### src/rtl/sdram_port_arbiter.sv
// sdram_port_arbiter: round-robin share of one Avalon-MM SDRAM master port between two requesters.
// Latency: grant is registered (command on sdram_* one cycle after request); read-return steering is combinational.
// Backpressure: owner sees sdram_waitrequest; non-owner, and a read owner facing a full tag FIFO, see waitrequest=1.
//
// Ports:
//   clk_clk, reset_reset_n         : clock, async active-low reset
//   m0_* / m1_*                    : requester-side Avalon-MM slaves (cmd in, waitrequest/readdata out)
//   sdram_*                        : master toward the soc_system SDRAM slave
module sdram_port_arbiter #(
  parameter int ADDR_W   = 29,
  parameter int DATA_W   = 64,
  parameter int BURST_W  = 8,
  parameter int MAX_PEND = 4
) (
  input  logic                  clk_clk,
  input  logic                  reset_reset_n,
  input  logic [ADDR_W-1:0]     m0_address,
  input  logic                  m0_read,
  input  logic                  m0_write,
  input  logic [DATA_W-1:0]     m0_writedata,
  input  logic [DATA_W/8-1:0]   m0_byteenable,
  input  logic [BURST_W-1:0]    m0_burstcount,
  output logic                  m0_waitrequest,
  output logic [DATA_W-1:0]     m0_readdata,
  output logic                  m0_readdatavalid,
  input  logic [ADDR_W-1:0]     m1_address,
  input  logic                  m1_read,
  input  logic                  m1_write,
  input  logic [DATA_W-1:0]     m1_writedata,
  input  logic [DATA_W/8-1:0]   m1_byteenable,
  input  logic [BURST_W-1:0]    m1_burstcount,
  output logic                  m1_waitrequest,
  output logic [DATA_W-1:0]     m1_readdata,
  output logic                  m1_readdatavalid,
  output logic [ADDR_W-1:0]     sdram_address,
  output logic [DATA_W-1:0]     sdram_writedata,
  output logic [DATA_W/8-1:0]   sdram_byteenable,
  output logic [BURST_W-1:0]    sdram_burstcount,
  output logic                  sdram_read,
  output logic                  sdram_write,
  input  logic                  sdram_waitrequest,
  input  logic [DATA_W-1:0]     sdram_readdata,
  input  logic                  sdram_readdatavalid
);

  // MAX_PEND is a power of two (>= 2) so the pointers wrap on their own.
  localparam int PTR_W = $clog2(MAX_PEND);
  localparam int CNT_W = $clog2(MAX_PEND + 1);

  typedef enum logic [1:0] {ST_IDLE, ST_CMD, ST_WBURST} state_t;

  typedef struct packed {
    logic               owner;
    logic [BURST_W-1:0] beats;   // already normalised: never 0
  } tag_t;

  state_t             state_q, state_d;
  logic               owner_q, owner_d;
  logic               last_grant_q, last_grant_d;
  logic [BURST_W-1:0] wcnt_q, wcnt_d;
  logic [BURST_W-1:0] rrem_q, rrem_d;
  tag_t               tag_mem_q [MAX_PEND];
  tag_t               tag_mem_d [MAX_PEND];
  logic [PTR_W-1:0]   wr_ptr_q, wr_ptr_d, rd_ptr_q, rd_ptr_d;
  logic [CNT_W-1:0]   count_q, count_d;

  logic               req0, req1;
  logic               own_read, own_write, own_wait;
  logic [ADDR_W-1:0]  own_addr;
  logic [DATA_W-1:0]  own_wdata;
  logic [DATA_W/8-1:0] own_be;
  logic [BURST_W-1:0] own_bc, own_beats;
  logic               fifo_empty, fifo_full, push, pop, rd_blocked;
  tag_t               head;

  assign req0 = m0_read | m0_write;
  assign req1 = m1_read | m1_write;

  assign own_read  = owner_q ? m1_read       : m0_read;
  assign own_write = owner_q ? m1_write      : m0_write;
  assign own_addr  = owner_q ? m1_address    : m0_address;
  assign own_wdata = owner_q ? m1_writedata  : m0_writedata;
  assign own_be    = owner_q ? m1_byteenable : m0_byteenable;
  assign own_bc    = owner_q ? m1_burstcount : m0_burstcount;
  // A burstcount of 0 is handled as a single beat everywhere.
  assign own_beats = (own_bc == '0) ? BURST_W'(1) : own_bc;

  assign fifo_empty = (count_q == '0);
  assign fifo_full  = (count_q == CNT_W'(MAX_PEND));
  assign head       = tag_mem_q[rd_ptr_q];

  // Read return: fan data out, steer valid by the oldest tag. Beats arriving
  // with no tag outstanding (e.g. left over from before a reset) are dropped.
  assign m0_readdata      = sdram_readdata;
  assign m1_readdata      = sdram_readdata;
  assign m0_readdatavalid = sdram_readdatavalid & ~fifo_empty & ~head.owner;
  assign m1_readdatavalid = sdram_readdatavalid & ~fifo_empty &  head.owner;

  always_comb begin
    rrem_d = rrem_q;
    pop    = 1'b0;
    if (sdram_readdatavalid && !fifo_empty) begin
      // rrem_q==0 means this is the first beat of the head burst.
      if (rrem_q == '0) begin
        rrem_d = head.beats - 1'b1;
      end else begin
        rrem_d = rrem_q - 1'b1;
      end
      pop = (rrem_d == '0);
    end
  end

  // A pop in the same cycle frees a slot, so a stalled read may issue alongside it.
  assign rd_blocked = fifo_full & ~pop;

  always_comb begin
    state_d          = state_q;
    owner_d          = owner_q;
    last_grant_d     = last_grant_q;
    wcnt_d           = wcnt_q;
    push             = 1'b0;
    own_wait         = 1'b1;
    sdram_address    = '0;
    sdram_writedata  = '0;
    sdram_byteenable = '0;
    sdram_burstcount = '0;
    sdram_read       = 1'b0;
    sdram_write      = 1'b0;
    m0_waitrequest   = 1'b1;
    m1_waitrequest   = 1'b1;

    if (state_q != ST_IDLE) begin
      sdram_address    = own_addr;
      sdram_writedata  = own_wdata;
      sdram_byteenable = own_be;
      sdram_burstcount = own_bc;
    end

    case (state_q)
      ST_IDLE: begin
        if (req0 || req1) begin
          owner_d      = (req0 && req1) ? ~last_grant_q : req1;
          last_grant_d = owner_d;
          state_d      = ST_CMD;
        end
      end
      ST_CMD: begin
        if (own_read) begin
          sdram_read = ~rd_blocked;
          own_wait   = rd_blocked | sdram_waitrequest;
          if (!rd_blocked && !sdram_waitrequest) begin
            push    = 1'b1;
            state_d = ST_IDLE;
          end
        end else begin
          sdram_write = own_write;
          own_wait    = sdram_waitrequest;
          if (own_write && !sdram_waitrequest) begin
            if (own_beats == BURST_W'(1)) begin
              state_d = ST_IDLE;
            end else begin
              wcnt_d  = own_beats - 1'b1;
              state_d = ST_WBURST;
            end
          end
        end
      end
      ST_WBURST: begin
        // Owner dropping write mid-burst simply produces no beat.
        sdram_write = own_write;
        own_wait    = sdram_waitrequest;
        if (own_write && !sdram_waitrequest) begin
          wcnt_d = wcnt_q - 1'b1;
          if (wcnt_q == BURST_W'(1)) state_d = ST_IDLE;
        end
      end
      default: state_d = ST_IDLE;
    endcase

    if (state_q != ST_IDLE) begin
      if (owner_q) m1_waitrequest = own_wait;
      else         m0_waitrequest = own_wait;
    end
  end

  always_comb begin
    tag_mem_d = tag_mem_q;
    wr_ptr_d  = wr_ptr_q;
    rd_ptr_d  = rd_ptr_q;
    count_d   = count_q;
    if (push) begin
      tag_mem_d[wr_ptr_q].owner = owner_q;
      tag_mem_d[wr_ptr_q].beats = own_beats;
      wr_ptr_d = wr_ptr_q + 1'b1;
    end
    if (pop) rd_ptr_d = rd_ptr_q + 1'b1;
    case ({push, pop})
      2'b10:   count_d = count_q + 1'b1;
      2'b01:   count_d = count_q - 1'b1;
      default: count_d = count_q;
    endcase
  end

  always_ff @(posedge clk_clk or negedge reset_reset_n) begin
    if (!reset_reset_n) begin
      state_q      <= ST_IDLE;
      owner_q      <= 1'b0;
      last_grant_q <= 1'b1;   // requester 0 wins the first tie
      wcnt_q       <= '0;
      rrem_q       <= '0;
      wr_ptr_q     <= '0;
      rd_ptr_q     <= '0;
      count_q      <= '0;
      for (int i = 0; i < MAX_PEND; i++) tag_mem_q[i] <= '0;
    end else begin
      state_q      <= state_d;
      owner_q      <= owner_d;
      last_grant_q <= last_grant_d;
      wcnt_q       <= wcnt_d;
      rrem_q       <= rrem_d;
      wr_ptr_q     <= wr_ptr_d;
      rd_ptr_q     <= rd_ptr_d;
      count_q      <= count_d;
      for (int i = 0; i < MAX_PEND; i++) tag_mem_q[i] <= tag_mem_d[i];
    end
  end

endmodule

### config.mk
export PLATFORM = sky130hd
export DESIGN_NAME = sdram_port_arbiter
export DESIGN_NICKNAME = d
export VERILOG_FILES = /design/src/rtl/sdram_port_arbiter.sv
export SDC_FILE = /design/constraint.sdc
export NUM_CORES = 1
export LEC_CHECK = 0
export CAP_MARGIN = 20
export CORE_AREA = 5 5 201 203
export DETAILED_ROUTE_END_ITERATION = 7
export DIE_AREA = 0 0 206 208
export GPL_TIMING_DRIVEN = 0
export PLACE_DENSITY = 0.53
export RECOVER_POWER = 25
export SLEW_MARGIN = 25
export SYNTH_ARGS = -nofsm -noshare
export SYNTH_HDL_FRONTEND = slang
export SYNTH_SLANG_ARGS = --single-unit
### constraint.sdc
create_clock -name clk_clk -period 11.2 [get_ports clk_clk]
set_clock_uncertainty 0.15 [all_clocks]
set_input_delay 1.68 -clock clk_clk [delete_from_list [all_inputs] [get_ports clk_clk]]
set_output_delay 1.68 -clock clk_clk [all_outputs]
set_load 0.02 [all_outputs]
==> results.sh <==
export IMPL_synthMuxAreaShare_pct=29.5
export IMPL_cp_arrival_ns=4.17
export IMPL_synth_top_cell_area_share_pct=24.5
export IMPL_crit_path_end_kind="output pin"
export IMPL_clockRootBuffer="clkbuf_16"
export IMPL_antenna_found_initial=9
export IMPL_p_leak_nw=5.14
export IMPL_multiInputGateArea_um2=3550
export IMPL_post_cts_resize_count=0
export IMPL_fin_crit_ns=6.00
export IMPL_synth_warnings=0
export IMPL_p_per_area_nw_per_um2=237
export IMPL_violations="capacitance limit, slew limit"
export IMPL_cts_buffer_depth=2
export IMPL_finalWirelength_um=38100
export IMPL_critPathLaunchType="primary input"
export IMPL_die_w_um=206
export IMPL_drive_gt1_share_pct=16.8
export IMPL_async_reset_ff_share_pct=100
export IMPL_coreArea_um2=38300
export IMPL_hold_viol=0
export IMPL_fin_tns_setup_ns=0
export IMPL_vdd_drop_max_mv=0.112
export IMPL_cts_setup_buffers=0
export IMPL_path_class="in -> out"
export IMPL_dieArea_um2=42800
export IMPL_gp_congestion=0.891
export IMPL_yosys_area_share_simple_pct=14.2
export IMPL_synthTopCellsByCount="buf_4, nor2_1, mux2i_1, dfrtp_1, mux2_2"
export IMPL_final_setup_viol_count=0
export IMPL_synth_ff_type="dfrtp_1"
export IMPL_wl_met2_um=18500
export IMPL_clk_latency_ns=0.33
export IMPL_dr_pass1_iters=5
export IMPL_htreeDepth=3
export IMPL_detail_route_antenna_nets=0
export IMPL_hpwl_um=34200
export IMPL_fin_crit_sh_pct=53.5
export IMPL_synth_compound_gate_area_share_pct=7.53
export IMPL_critPathMaxFanout=4
export IMPL_status="finished, violations left"
export IMPL_synth_edf_count=0
export IMPL_synthCells=706
export IMPL_worstHoldPathType="reg -> reg"
export IMPL_start_util_pct=16.6
export IMPL_drc_errors=0
export IMPL_yosysUniqueCellTypes=62
export IMPL_routedWlPerCell_um=22.3
export IMPL_vias=6883
export IMPL_grt_setup_unrepaired="false"
export IMPL_grt_max_degree=40
export IMPL_synth_nets=1011
export IMPL_worst_pin_slew_ns=2.19
export IMPL_tritoncts="built"
export IMPL_ctsHoldBuffers=0
export IMPL_pre_cts_slack_ns=5.32
export IMPL_post_drt_via_cell_ratio=4.02
export IMPL_wl_met3_um=3700
export IMPL_port_buffers=468
export IMPL_clock_fmax_mhz=167
export IMPL_slew_violations=75
export IMPL_synthAdderAreaFrac_pct=3.08
export IMPL_synth_xor_area_share_pct=2.07
export IMPL_synth_seq_cells=63
export IMPL_overflow=0
export IMPL_area_growth_pct=89.3
export IMPL_ioPinCount=533
export IMPL_synthTopCellsByArea="dfrtp_1, mux2i_1, buf_4, nor2_1, mux2_2"
export IMPL_clkTransAtPathRegs_ns=0.06
export IMPL_cts_sinks=63
export IMPL_dieHeight_um=208
export IMPL_routed_top_layer="met5"
export IMPL_seq_area_frac_synth_pct=24.9
export IMPL_drtIter0Drc=366
export IMPL_synth_most_common_cell="buf_4"
export IMPL_track_usage_pct=16.8
export IMPL_cts_made_buffers=9
export IMPL_std_cell_rows=72
export IMPL_netlist_area_um2=6340
export IMPL_synth_top_family_by_area="multiplexers"
export IMPL_fin_nets=1491
export IMPL_setup_ws_ns=5.20
export IMPL_cap_violations=3
export IMPL_fillers=4052
export IMPL_wl_met1_um=14400
export IMPL_power_mw=2.84
export IMPL_cp_required_ns=9.37
export IMPL_first_global_vias=6997
export IMPL_regArea_um2=1580
export IMPL_yosysTopAreaCell="dfrtp_1"
export IMPL_grt_pass1_wl_um=51800
export IMPL_synth_area_per_cell_um2=8.99
export IMPL_max_slew_margin_pct=-47.3
## area by class of cell
| cell class | instances | share of cell area [%] |
|---|---|---|
| Sequential cell | 63 | 13.1 |
| Multi-Input combinational cell | 462 | 29.6 |
| Clock inverter | 6 | 0.958 |
| Tap cell | 518 | 5.40 |
| Inverter | 20 | 0.625 |
| Buffer | 161 | 9.28 |
| Clock buffer | 10 | 1.99 |
| Antenna cell | 2 | 0.0417 |
| Timing Repair Buffer | 469 | 39.0 |
## flip-flops by register name, indices dropped and copies added (netlist names)
signal        count
tag_mem_q        36
rrem_q            8
wcnt_q            8
count_q           3
rd_ptr_q          2
state_q           2
wr_ptr_q          2
last_grant_q      1
owner_q           1
## stage by stage
stage               hold WS [ns]  utilization (%)  instances  area, um^2
floorplan                  0.306                -        706        6340
global placement           0.317             30.5       1692       11700
detailed placement         0.325             30.5       1693       11700
CTS                        0.340             31.5       1709       12000
global route               0.357             31.4       1711       12000
finish                     0.337             31.4       1711       12000
## final timing paths
| kind | from | to | slack (ns) | cells after the start |
|---|---|---|---|---|
| worst max-delay path | sdram_readdatavalid | m1_waitrequest | 5.20 | 9 |
| worst max register to register | rrem_q[2] | count_q[2] | 5.83 | 17 |
| worst min register to register | tag_mem_q[35] | tag_mem_q[35] | 0.34 | 1 |
| min in group asynchronous | reset_reset_n | rrem_q[5] | 1.56 | 1 |
| worst min-delay path | tag_mem_q[35] | tag_mem_q[35] | 0.34 | 1 |
| max in group asynchronous | reset_reset_n | tag_mem_q[13] | 6.62 | 2 |
## placed cells by master, fill, tap and decap left out, drive strengths merged, types with 10 or more instances in the layout
master | Yosys | routed
nand3 | 10 | 10
ha | 14 | 14
clkdlybuf4s50 | 0 | 465
buf | 134 | 133
dfrtp | 62 | 62
xnor2 | 11 | 11
nand2 | 29 | 29
inv | 20 | 22
clkbuf | 27 | 40
a21oi | 14 | 14
mux2 | 43 | 43
o21ai | 22 | 22
nor2 | 121 | 121
mux2i | 114 | 114
## power breakdown
part	total (mW)	internal [mW]	switching (mW)
logic	2.08	0.896	1.18
clock network	0.335	0.225	0.110
registers	0.426	0.341	0.0852
## kinds of logic after synthesis
kind of cell,count (synthesis)
AO/OA/AOI/OAI,72
XOR/XNOR,15
buffers and inverters,181
AND/OR/NAND/NOR,194
multiplexers,166
adder cells (fa/ha/maj),15
flip-flops,63
## critical path, stage by stage
cell	delay [ns]
dlygate4sd3_1	0.55
o31a_1	0.15
nand4_1	0.10
nor2_1	0.08
and3_1	0.15
clkbuf_1	0.15
o31a_1	0.33
o2111ai_1	0.26
clkdlybuf4s50_1	0.71
## layer usage
layer  track usage, %  vias up
li1                 -     3278
met1             19.2     3232
met2             28.1      318
met3             6.94       47
met4             5.81        8
met5                0        -
(Power assumes the default switching activity.)
